[src/rtl/cpu_soc_top.sv]
// Evergreen mini-CPU board wrapper: tick divider, multi-cycle 16-bit CPU, 64x16 memory, LED/HEX output.
// Define HEX_DISPLAY_EN to build the seven-segment decoder; otherwise all segments stay off.

module cpu_soc_mem (
  input  logic        clk,
  input  logic        i_we,
  input  logic [5:0]  i_waddr,
  input  logic [15:0] i_wdata,
  input  logic [5:0]  i_raddr,
  output logic [15:0] o_rdata
);
  logic [15:0] mem [64];

  // NOTE: memory is never reset; contents survive rst and come from a preload or earlier writes.
  always_ff @(posedge clk) begin
    if (i_we) mem[i_waddr] <= i_wdata;
  end

  assign o_rdata = mem[i_raddr];
endmodule

module cpu_soc_top #(
  parameter int DIVISOR = 50_000_000
) (
  input  logic        clk,
  input  logic        rst,
  input  logic [2:0]  btn,
  input  logic [8:0]  sw,
  output logic [9:0]  led,
  output logic [27:0] hex
);
  localparam int              DIV_W   = (DIVISOR > 1) ? $clog2(DIVISOR) : 1;
  localparam logic [DIV_W-1:0] DIV_MAX = DIV_W'(DIVISOR - 1);

  localparam logic [2:0] S_FETCH   = 3'd0;
  localparam logic [2:0] S_OPB_PTR = 3'd1;
  localparam logic [2:0] S_OPB     = 3'd2;
  localparam logic [2:0] S_OPC_PTR = 3'd3;
  localparam logic [2:0] S_OPC     = 3'd4;
  localparam logic [2:0] S_ADDRA   = 3'd5;
  localparam logic [2:0] S_EXEC    = 3'd6;
  localparam logic [2:0] S_HALT    = 3'd7;

  localparam logic [3:0] OP_MOV  = 4'h0;
  localparam logic [3:0] OP_ADD  = 4'h1;
  localparam logic [3:0] OP_SUB  = 4'h2;
  localparam logic [3:0] OP_MUL  = 4'h3;
  localparam logic [3:0] OP_IN   = 4'h7;
  localparam logic [3:0] OP_OUT  = 4'h8;
  localparam logic [3:0] OP_STOP = 4'hF;

  logic [DIV_W-1:0] r_div;
  logic [2:0]       r_state;
  logic [5:0]       r_pc;
  logic [15:0]      r_ir;
  logic [15:0]      r_opb;
  logic [15:0]      r_opc;
  logic [5:0]       r_ptr;
  logic [5:0]       r_addr_a;
  logic [15:0]      r_out;

  logic        w_tick;
  logic [3:0]  w_op;
  logic        w_three;
  logic        w_writes;
  logic        w_we;
  logic [5:0]  w_raddr;
  logic [15:0] w_rdata;
  logic [15:0] w_wdata;
  logic        w_unused;

  assign w_unused = ^btn;
  assign w_tick   = (r_div == DIV_MAX);
  assign w_op     = r_ir[15:12];
  assign w_three  = (w_op == OP_ADD) || (w_op == OP_SUB) || (w_op == OP_MUL);
  assign w_writes = w_three || (w_op == OP_MOV) || (w_op == OP_IN);
  // rst masks the write so an abandoned instruction never lands in memory.
  assign w_we     = w_tick && !rst && (r_state == S_EXEC) && w_writes;

  function automatic logic [2:0] after_fetch(input logic [15:0] word);
    logic [2:0] nxt;
    nxt = S_FETCH;
    case (word[15:12])
      OP_MOV, OP_ADD, OP_SUB, OP_MUL: nxt = word[7] ? S_OPB_PTR : S_OPB;
      OP_IN, OP_OUT:                  nxt = S_ADDRA;
      OP_STOP:                        nxt = S_HALT;
      default:                        nxt = S_FETCH;
    endcase
    return nxt;
  endfunction

  // NOTE: every signal driven in always_comb gets a default first, so no latch can be inferred.
  always_comb begin
    w_raddr = r_pc;
    case (r_state)
      S_OPB_PTR: w_raddr = {3'b0, r_ir[6:4]};
      S_OPB:     w_raddr = r_ir[7] ? r_ptr : {3'b0, r_ir[6:4]};
      S_OPC_PTR: w_raddr = {3'b0, r_ir[2:0]};
      S_OPC:     w_raddr = r_ir[3] ? r_ptr : {3'b0, r_ir[2:0]};
      S_ADDRA:   w_raddr = {3'b0, r_ir[10:8]};
      S_EXEC:    w_raddr = r_addr_a;
      default:   w_raddr = r_pc;
    endcase
  end

  always_comb begin
    w_wdata = r_opb;
    case (w_op)
      OP_ADD:  w_wdata = r_opb + r_opc;
      OP_SUB:  w_wdata = r_opb - r_opc;
      OP_MUL:  w_wdata = r_opb * r_opc;
      OP_IN:   w_wdata = {7'b0, sw};
      default: w_wdata = r_opb;
    endcase
  end

  cpu_soc_mem my_memory (
    .clk     (clk),
    .i_we    (w_we),
    .i_waddr (r_addr_a),
    .i_wdata (w_wdata),
    .i_raddr (w_raddr),
    .o_rdata (w_rdata)
  );

  // NOTE: sequential state uses non-blocking assignments so every register sees pre-edge values.
  always_ff @(posedge clk) begin
    if (rst || w_tick) r_div <= '0;
    else               r_div <= r_div + DIV_W'(1);
  end

  always_ff @(posedge clk) begin
    if (rst) begin
      r_state  <= S_FETCH;
      r_pc     <= 6'd8;
      r_ir     <= '0;
      r_opb    <= '0;
      r_opc    <= '0;
      r_ptr    <= '0;
      r_addr_a <= '0;
      r_out    <= '0;
    end else if (w_tick) begin
      case (r_state)
        S_FETCH: begin
          r_ir    <= w_rdata;
          r_pc    <= r_pc + 6'd1;
          r_state <= after_fetch(w_rdata);
        end
        S_OPB_PTR: begin
          r_ptr   <= w_rdata[5:0];
          r_state <= S_OPB;
        end
        S_OPB: begin
          r_opb   <= w_rdata;
          r_state <= w_three ? (r_ir[3] ? S_OPC_PTR : S_OPC) : S_ADDRA;
        end
        S_OPC_PTR: begin
          r_ptr   <= w_rdata[5:0];
          r_state <= S_OPC;
        end
        S_OPC: begin
          r_opc   <= w_rdata;
          r_state <= S_ADDRA;
        end
        S_ADDRA: begin
          r_addr_a <= r_ir[11] ? w_rdata[5:0] : {3'b0, r_ir[10:8]};
          r_state  <= S_EXEC;
        end
        S_EXEC: begin
          if (w_op == OP_OUT) r_out <= w_rdata;
          r_state <= S_FETCH;
        end
        S_HALT:  r_state <= S_HALT;
        default: r_state <= S_FETCH;
      endcase
    end
  end

  assign led = r_out[9:0];

`ifdef HEX_DISPLAY_EN
  function automatic logic [6:0] seg7(input logic [3:0] nib);
    logic [6:0] seg;
    case (nib)
      4'h0: seg = 7'h40;  4'h1: seg = 7'h79;  4'h2: seg = 7'h24;  4'h3: seg = 7'h30;
      4'h4: seg = 7'h19;  4'h5: seg = 7'h12;  4'h6: seg = 7'h02;  4'h7: seg = 7'h78;
      4'h8: seg = 7'h00;  4'h9: seg = 7'h10;  4'hA: seg = 7'h08;  4'hB: seg = 7'h03;
      4'hC: seg = 7'h46;  4'hD: seg = 7'h21;  4'hE: seg = 7'h06;  default: seg = 7'h0E;
    endcase
    return seg;
  endfunction

  assign hex = {seg7(r_out[15:12]), seg7(r_out[11:8]), seg7(r_out[7:4]), seg7(r_out[3:0])};
`else
  assign hex = '1;
`endif
endmodule

[config.mk]
export PLATFORM = sky130hd
export DESIGN_NAME = cpu_soc_top
export DESIGN_NICKNAME = d
export VERILOG_FILES = /design/src/rtl/cpu_soc_top.sv
export SDC_FILE = /design/constraint.sdc
export NUM_CORES = 2
export LEC_CHECK = 0
export BUFFER_PORTS_ARGS = -buffer_cell sky130_fd_sc_hd__buf_2
export CAP_MARGIN = 20
export CORE_ASPECT_RATIO = 1.25
export CORE_UTILIZATION = 25
export DETAILED_ROUTE_END_ITERATION = 7
export GPL_ROUTABILITY_DRIVEN = 0
export PLACE_DENSITY = 0.37
export SETUP_SLACK_MARGIN = 0.1
export SYNTH_ARGS = -nofsm -noshare
export SYNTH_HDL_FRONTEND = slang
export SYNTH_SLANG_ARGS = --single-unit
[constraint.sdc]
create_clock -name clk -period 9.6 [get_ports clk]
set_input_delay 1.44 -clock clk [delete_from_list [all_inputs] [get_ports clk]]
set_output_delay 1.44 -clock clk [all_outputs]
set_load 0.01 [all_outputs]
== Word-level counts from Yosys, hierarchy flattened ==
Memory sizes are Yosys's and may differ from the RTL's.
Cells that the tools add are included.

* Memories kept: 1
* Input bits: 14
* RAM bits: 1024
* Flip-flop bits (word level): 105
* Logic and storage cells: 67

* $mul: 1
* Reductions and logical operators: 21
* Muxes and demuxes: 12
* Eq/ne operators: 19
* $add $sub $neg: 4

{| class="wikitable"
|+ Memories
! name !! depth !! bits a word !! rd ports !! clocked after memory_dff !! write ports !! line !! text
|-
| my_memory.mem || 64 || 16 || 1 || 0 || 1 || 12 || <nowiki>logic [15:0] mem [64];</nowiki>
|}

{| class="wikitable"
|+ Operators by type and width
! kind !! number
|-
| $pmux W16 S4 || 1
|-
| $pmux W6 S6 || 1
|-
| $add A26 B1 Y26 const B || 1
|-
| $eq A26 B26 Y1 const B || 1
|-
| $pmux W3 S8 || 1
|-
| $mux W6 || 3
|-
| $add A16 B16 Y16 || 1
|-
| $eq A4 B2 Y1 const B || 4
|-
| $mul A16 B16 Y16 || 1
|-
| $sub A16 B16 Y16 || 1
|-
| $eq A3 B3 Y1 const B || 4
|-
| $eq A4 B4 Y1 const B || 3
|-
| $reduce_and A2 Y1 || 5
|-
| $pmux W3 S3 || 1
|-
| $eq A4 B1 Y1 const B || 2
|-
| $eq A4 B3 Y1 const B || 2
|-
| $logic_not A4 Y1 || 2
|-
| $add A6 B1 Y6 const B || 1
|-
| $eq A3 B2 Y1 const B || 2
|-
| $mux W3 || 2
|-
| $logic_or A1 B1 Y1 || 5
|-
| $reduce_or A2 Y1 || 2
|-
| $reduce_or A4 Y1 || 1
|-
| $eq A3 B1 Y1 const B || 1
|-
| other kinds (6) || 9
|}

== Logic depth before layout (Yosys ltp) ==
* Word-level depth: 8
* Mapped depth: 23

== Hierarchy ==
Synthesis repeated with hierarchy kept, for this count alone.

* Cell total of the unflattened synthesis: 3062
* Area, all modules: 49670.1 um^2

{| class="wikitable"
|+ By module, submodules not included
! module !! times used !! sequential area each (um^2) !! area an instance (um^2) !! cells each
|-
| cpu_soc_mem || 1 || 30749.5 || 39721.8 || 1813
|-
| cpu_soc_top || 1 || 2102.0 || 9948.3 || 1249
|}

== Worst setup path before layout ==
OpenSTA, ideal clock, no wires.

* Kind: reg2reg
* Start: register r_opc[1]
* End: memory my_memory.mem[0][13] (data pin)
* Library setup time: 567 ps
* Data arrival time: 6634 ps
* Period minus slack after synthesis: 7201 ps
* Required time: 9033 ps
* Cell stages (with the launch flop): 19
* Path slack: 2399 ps
* Path through: dfxtp_1 -> clkbuf_1 -> clkbuf_1 -> nand2_1 -> fa_1 -> fa_1 -> fa_1 -> fa_1 -> inv_1 -> fa_1 -> inv_1 -> fa_1 -> inv_1 -> ha_1 -> a21boi_0 -> o21ai_0 -> nand2b_1 -> xnor2_1 -> o221ai_1

* Word-level cells in the longest chain between the ends: 2

{| class="wikitable"
|+ RTL lines
! item !! line !! text
|-
| start: declaration || 57 || <nowiki>logic [15:0] r_opc;</nowiki>
|-
| start signal: assignment || 162 || <nowiki>r_opc <= w_rdata;</nowiki>
|-
| $mul A16 B16 Y16 (tied with other cells) || 111 || <nowiki>OP_MUL: w_wdata = r_opb * r_opc;</nowiki>
|-
| $pmux W16 S4 * || 108 || <nowiki>case (w_op)</nowiki>
|-
| via my_memory.i_wdata[13] || 8 || <nowiki>input logic [15:0] i_wdata,</nowiki>
|-
| end: declaration || 12 ||
|}

Mark *: on every way through the listed nets, which the timed path passes. The rest lies on a longest branch.

== Final worst setup path ==
* Start: register r_opc[5]
* End: memory my_memory.mem[48][13] (data pin)

Same word-level chain as after synthesis.

==> impl_results.md <==
* Worst Path Arrival at 7.54 ns
* Largest buffer count on any clock path at 3
* Slew at the pin closest to its max-slew limit at 1.37 ns
* Outcome: finished clean
* Clock tree from TritonCTS: done
* Clock edge transition at the registers on the reported setup and hold paths at 0.06 ns
* Total power at 9740 uW
* Setup repair after global routing missed its margin: no
* Number of cells traversed by the worst hold path at 1
* Via count of the first global-routing pass at 32200
* Die outline height at 506 um
* Initial antenna violation count at 4
* Commonest non-fill, non-tap cell in the layout: edfxtp_1
* Initial core utilization at 0.252
* Worst-skew pair later-pin latency at 0.75 ns
* Average instance area after synthesis at 12.3 um2
* Hold path startpoint: r_div[0]
* Top library cells by usage in the layout, fill and taps aside: edfxtp_1, nand2_1, nand3_1, mux2i_1, nor2_1
* Achievable Freq at 0.142 GHz
* First DRT Iteration DRCs at 1917
* Cell Chain, Critical Path: nand2_1 > fa_1 > fa_1 > inv_1 > ha_1 > fa_1 > ha_1 > inv_1 > fa_1 > inv_1 > ha_1 > a21boi_0 > o21ai_0 > a21boi_0 > o21ai_0 > a21boi_0 > o21ai_0 > nand2b_1 > xnor2_1 > o221ai_4 > buf_4
* Hold WC Path Type: register to register
* Worst setup margin at 2.56 ns
* Share of the clock period used by the worst path after layout at 0.734
* Count of unique library cells instantiated by Yosys at 75
* Wirelength, routed at 162000 um
* Hold Buf Count CTS at 0
* TritonRoute pass-1 iters at 5
* Proportion of power drawn by flip-flops and latches at 0.542
* Final-layout setup total negative slack at 0 ns
* Critical-path cell with the highest stage delay: dfxtp_1
* End point of the worst hold path: r_div[0]
* Count of yosys warnings during synthesis at 0
* Power density relative to cell area at 168 mW/mm2
* Worst path most repeated cell: fa_1
* Number of port buffers at 20
* Sw frac at 0.204
* FF-to-FF End: my_memory.mem[48][13]
* VDD IR-drop max at 156 uV
* Buffer type at the clock tree root: clkbuf_16
* Antenna violation net count after detailed routing at 0
* Flip-flop and latch count after synthesis at 1129
* Reg-to-Reg Start: r_opc[5]
* H-tree Lvls at 3
* Pin count of the biggest net entering global routing at 136
* Syn Inst Count at 4133
* Power spent charging and discharging nets at 1980 uW
* Residual DRC at 0
* Critical setup path kind: register to register
* Layout cells sized above 1 at 0.0904
* Total routing resource utilization after global routing at 0.157
* Netlist Area Pre-Place at 0.0508 mm2
* Number of gates resized after CTS at 0
* I/O pin cnt at 52
* Via count at 32200
* CTS sink cnt at 1129
* Area inside the core boundary at 0.201 mm2
* Detailed-route wire length per cell at 23.3 um
* Clock share of power at 0.456
* Clock Skew at 0.0234 ns
* EDFF count, synth at 1024
* Prevailing post-synth register cell: edfxtp_1
* Stage delay of the slowest cell on the critical path at 0.96 ns
* Crit start category: register
* Setup crit end kind: register
* Worst-case setup slack after placement at 2.47 ns
* Relative max-transition margin at 0.0776
* Setup repair bufs after CTS at 0
* Grt total ovfl at 0
* Critical path peak fanout at 36
* Number of endpoints failing setup at the final stage at 0
* R2R cell count at 21
* Detailed placer's ending HPWL at 93100 um
* Final #Nets at 4306
* Area grow syn2layout at 14.4%
* Worst Path Required at 10.10 ns
* Minimum period implied by the final worst setup slack at 7.04 ns
* Max-cap violations at 0
* Cell leakage power at 0.0207 uW
* Seq/Total Area, Yosys at 0.647
* Non-Filler Instances at 6948
* Via density per instance at 4.63
* Die Footprint at 0.205 mm2
* R2r setup slk at 2.56 ns
* Internal Power at 7760 uW
* Width of the die at 405 um
* Total instance count after detailed placement at 6717
* First-pass GRT wire length at 235000 um
* Proportion of synthesized flip-flops having asynchronous set or reset at 0
* Number of standard-cell rows in the floorplan at 184
* Number of buffers inserted during clock tree synthesis at 120
* Max-slew violation total from the final report at 0
* Relative contribution of combinational cells to total power at 0.002
* Final-report hold violation count at 0
per-layer routing:
layer | up-vias | routed length (um) | global-route usage
met5 | - | 0 | 0
met2 | 564 | 82600 | 0.277
li1 | 14900 | - | -
met1 | 16500 | 70000 | 0.200
met3 | 165 | 5290 | 0.0165
met4 | 0 | 4320 | 0.0465
worst max-delay path, delay by kind of cell (launching register included):
family                   cells  cell delay [ns]
AO/OA/AOI/OAI                7             1.96
XOR/XNOR                     1             0.17
adder cells (fa/ha/maj)      7             2.68
buffers and inverters        4             0.63
flip-flops                   1             0.96
AND/OR/NAND/NOR              2             0.28
area by class of cell:
type	instances	area, um2
antenna	5	12.5
clock buffer	170	3290
clock inverter	55	393
fill	20600	143000
inverter	134	503
multi-input combinational	2606	16500
sequential	1129	32900
tap	2697	3370
timing repair buffer	152	1210
how the worst max path moves through the flow:
stage,slack (ns),endpoint,start
5_1_grt,1.97,my_memory.mem[48][13],r_opb[2]
3_3_place_gp,2.50,my_memory.mem[62][13],r_opc[5]
6_report,2.56,my_memory.mem[48][13],r_opc[5]
2_1_floorplan,2.40,my_memory.mem[0][13],r_opc[1]
4_1_cts,2.44,my_memory.mem[55][13],r_opb[2]
3_5_place_dp,2.47,my_memory.mem[63][13],r_opb[2]
flip-flops by register name (all words and copies together) (netlist names):
register / cells
r_opc: 16
r_out: 10
r_ptr: 6
my_memory.mem: 1024
r_div: 26
r_pc: 6
r_ir: 16
r_opb: 16
r_state: 3
r_addr_a: 6
synthesized netlist by cell type, drive strengths merged (5+ instances only):
cell type  instances  share of area
nor4b              8         0.0014
nand2            977          0.072
dfxtp            105          0.041
nor2b             11         0.0014
nor2             174          0.013
mux2i            184          0.036
a211o             19         0.0033
a211oi            14         0.0021
o31ai              7         0.0010
a32oi             12         0.0021
or3b               5        0.00086
a21boi             6        0.00089
edfxtp          1024           0.61
and3              73         0.0090
ha                68          0.017
fa                81          0.032
nand3b             8         0.0012
or3               13         0.0016
xor2              30         0.0052
a2111oi           10         0.0017
and2              72         0.0089
o21a              14         0.0021
a32o              14         0.0028
a311oi           116          0.020
nand3            287          0.028
buf              151          0.017
inv              134         0.0099
a31o               9         0.0016
a311o             14         0.0028
clkbuf           140          0.010
nand4             12         0.0015
nor3              21         0.0022
a221oi             6         0.0010
o22ai             41         0.0050
a221o              7         0.0014
o221ai             5        0.00086
a31oi             29         0.0036
a21oi             42         0.0041
nor3b              5        0.00074
o21ai             57         0.0056
o31a               9         0.0016
or2                5        0.00062
xnor2             56         0.0097
o211ai            14         0.0021
power by group through the flow:
stage / clock [uW] / sequential [uW] / combinational [uW]
6_report: 4450 / 5280 / 19.1
5_1_grt: 4770 / 5280 / 21.2
4_1_cts: 4590 / 5280 / 19.2
3_5_place_dp: 0 / 5380 / 19.2
3_3_place_gp: 0 / 5380 / 19.6
2_1_floorplan: 0 / 5380 / 20.7
through the flow:
stage | utilization | area (um2) | hold slack, ns
after floorplan | - | 50900 | 0.425
after CTS | 0.288 | 58100 | 0.472
after global routing | 0.288 | 58100 | 0.490
after global placement | 0.270 | 54400 | 0.451
final | 0.288 | 58100 | 0.465
after detailed placement | 0.270 | 54400 | 0.457
logic make-up after synthesis:
logic type	share of synthesized area
flops	0.647
mux	0.0376
xor+xnor	0.0148
compound gates	0.0693
simple gates	0.146
other cells	0.0000738
fa+ha+maj	0.0487
buf+inv	0.0372
Power figures use the tool's default switching activity.
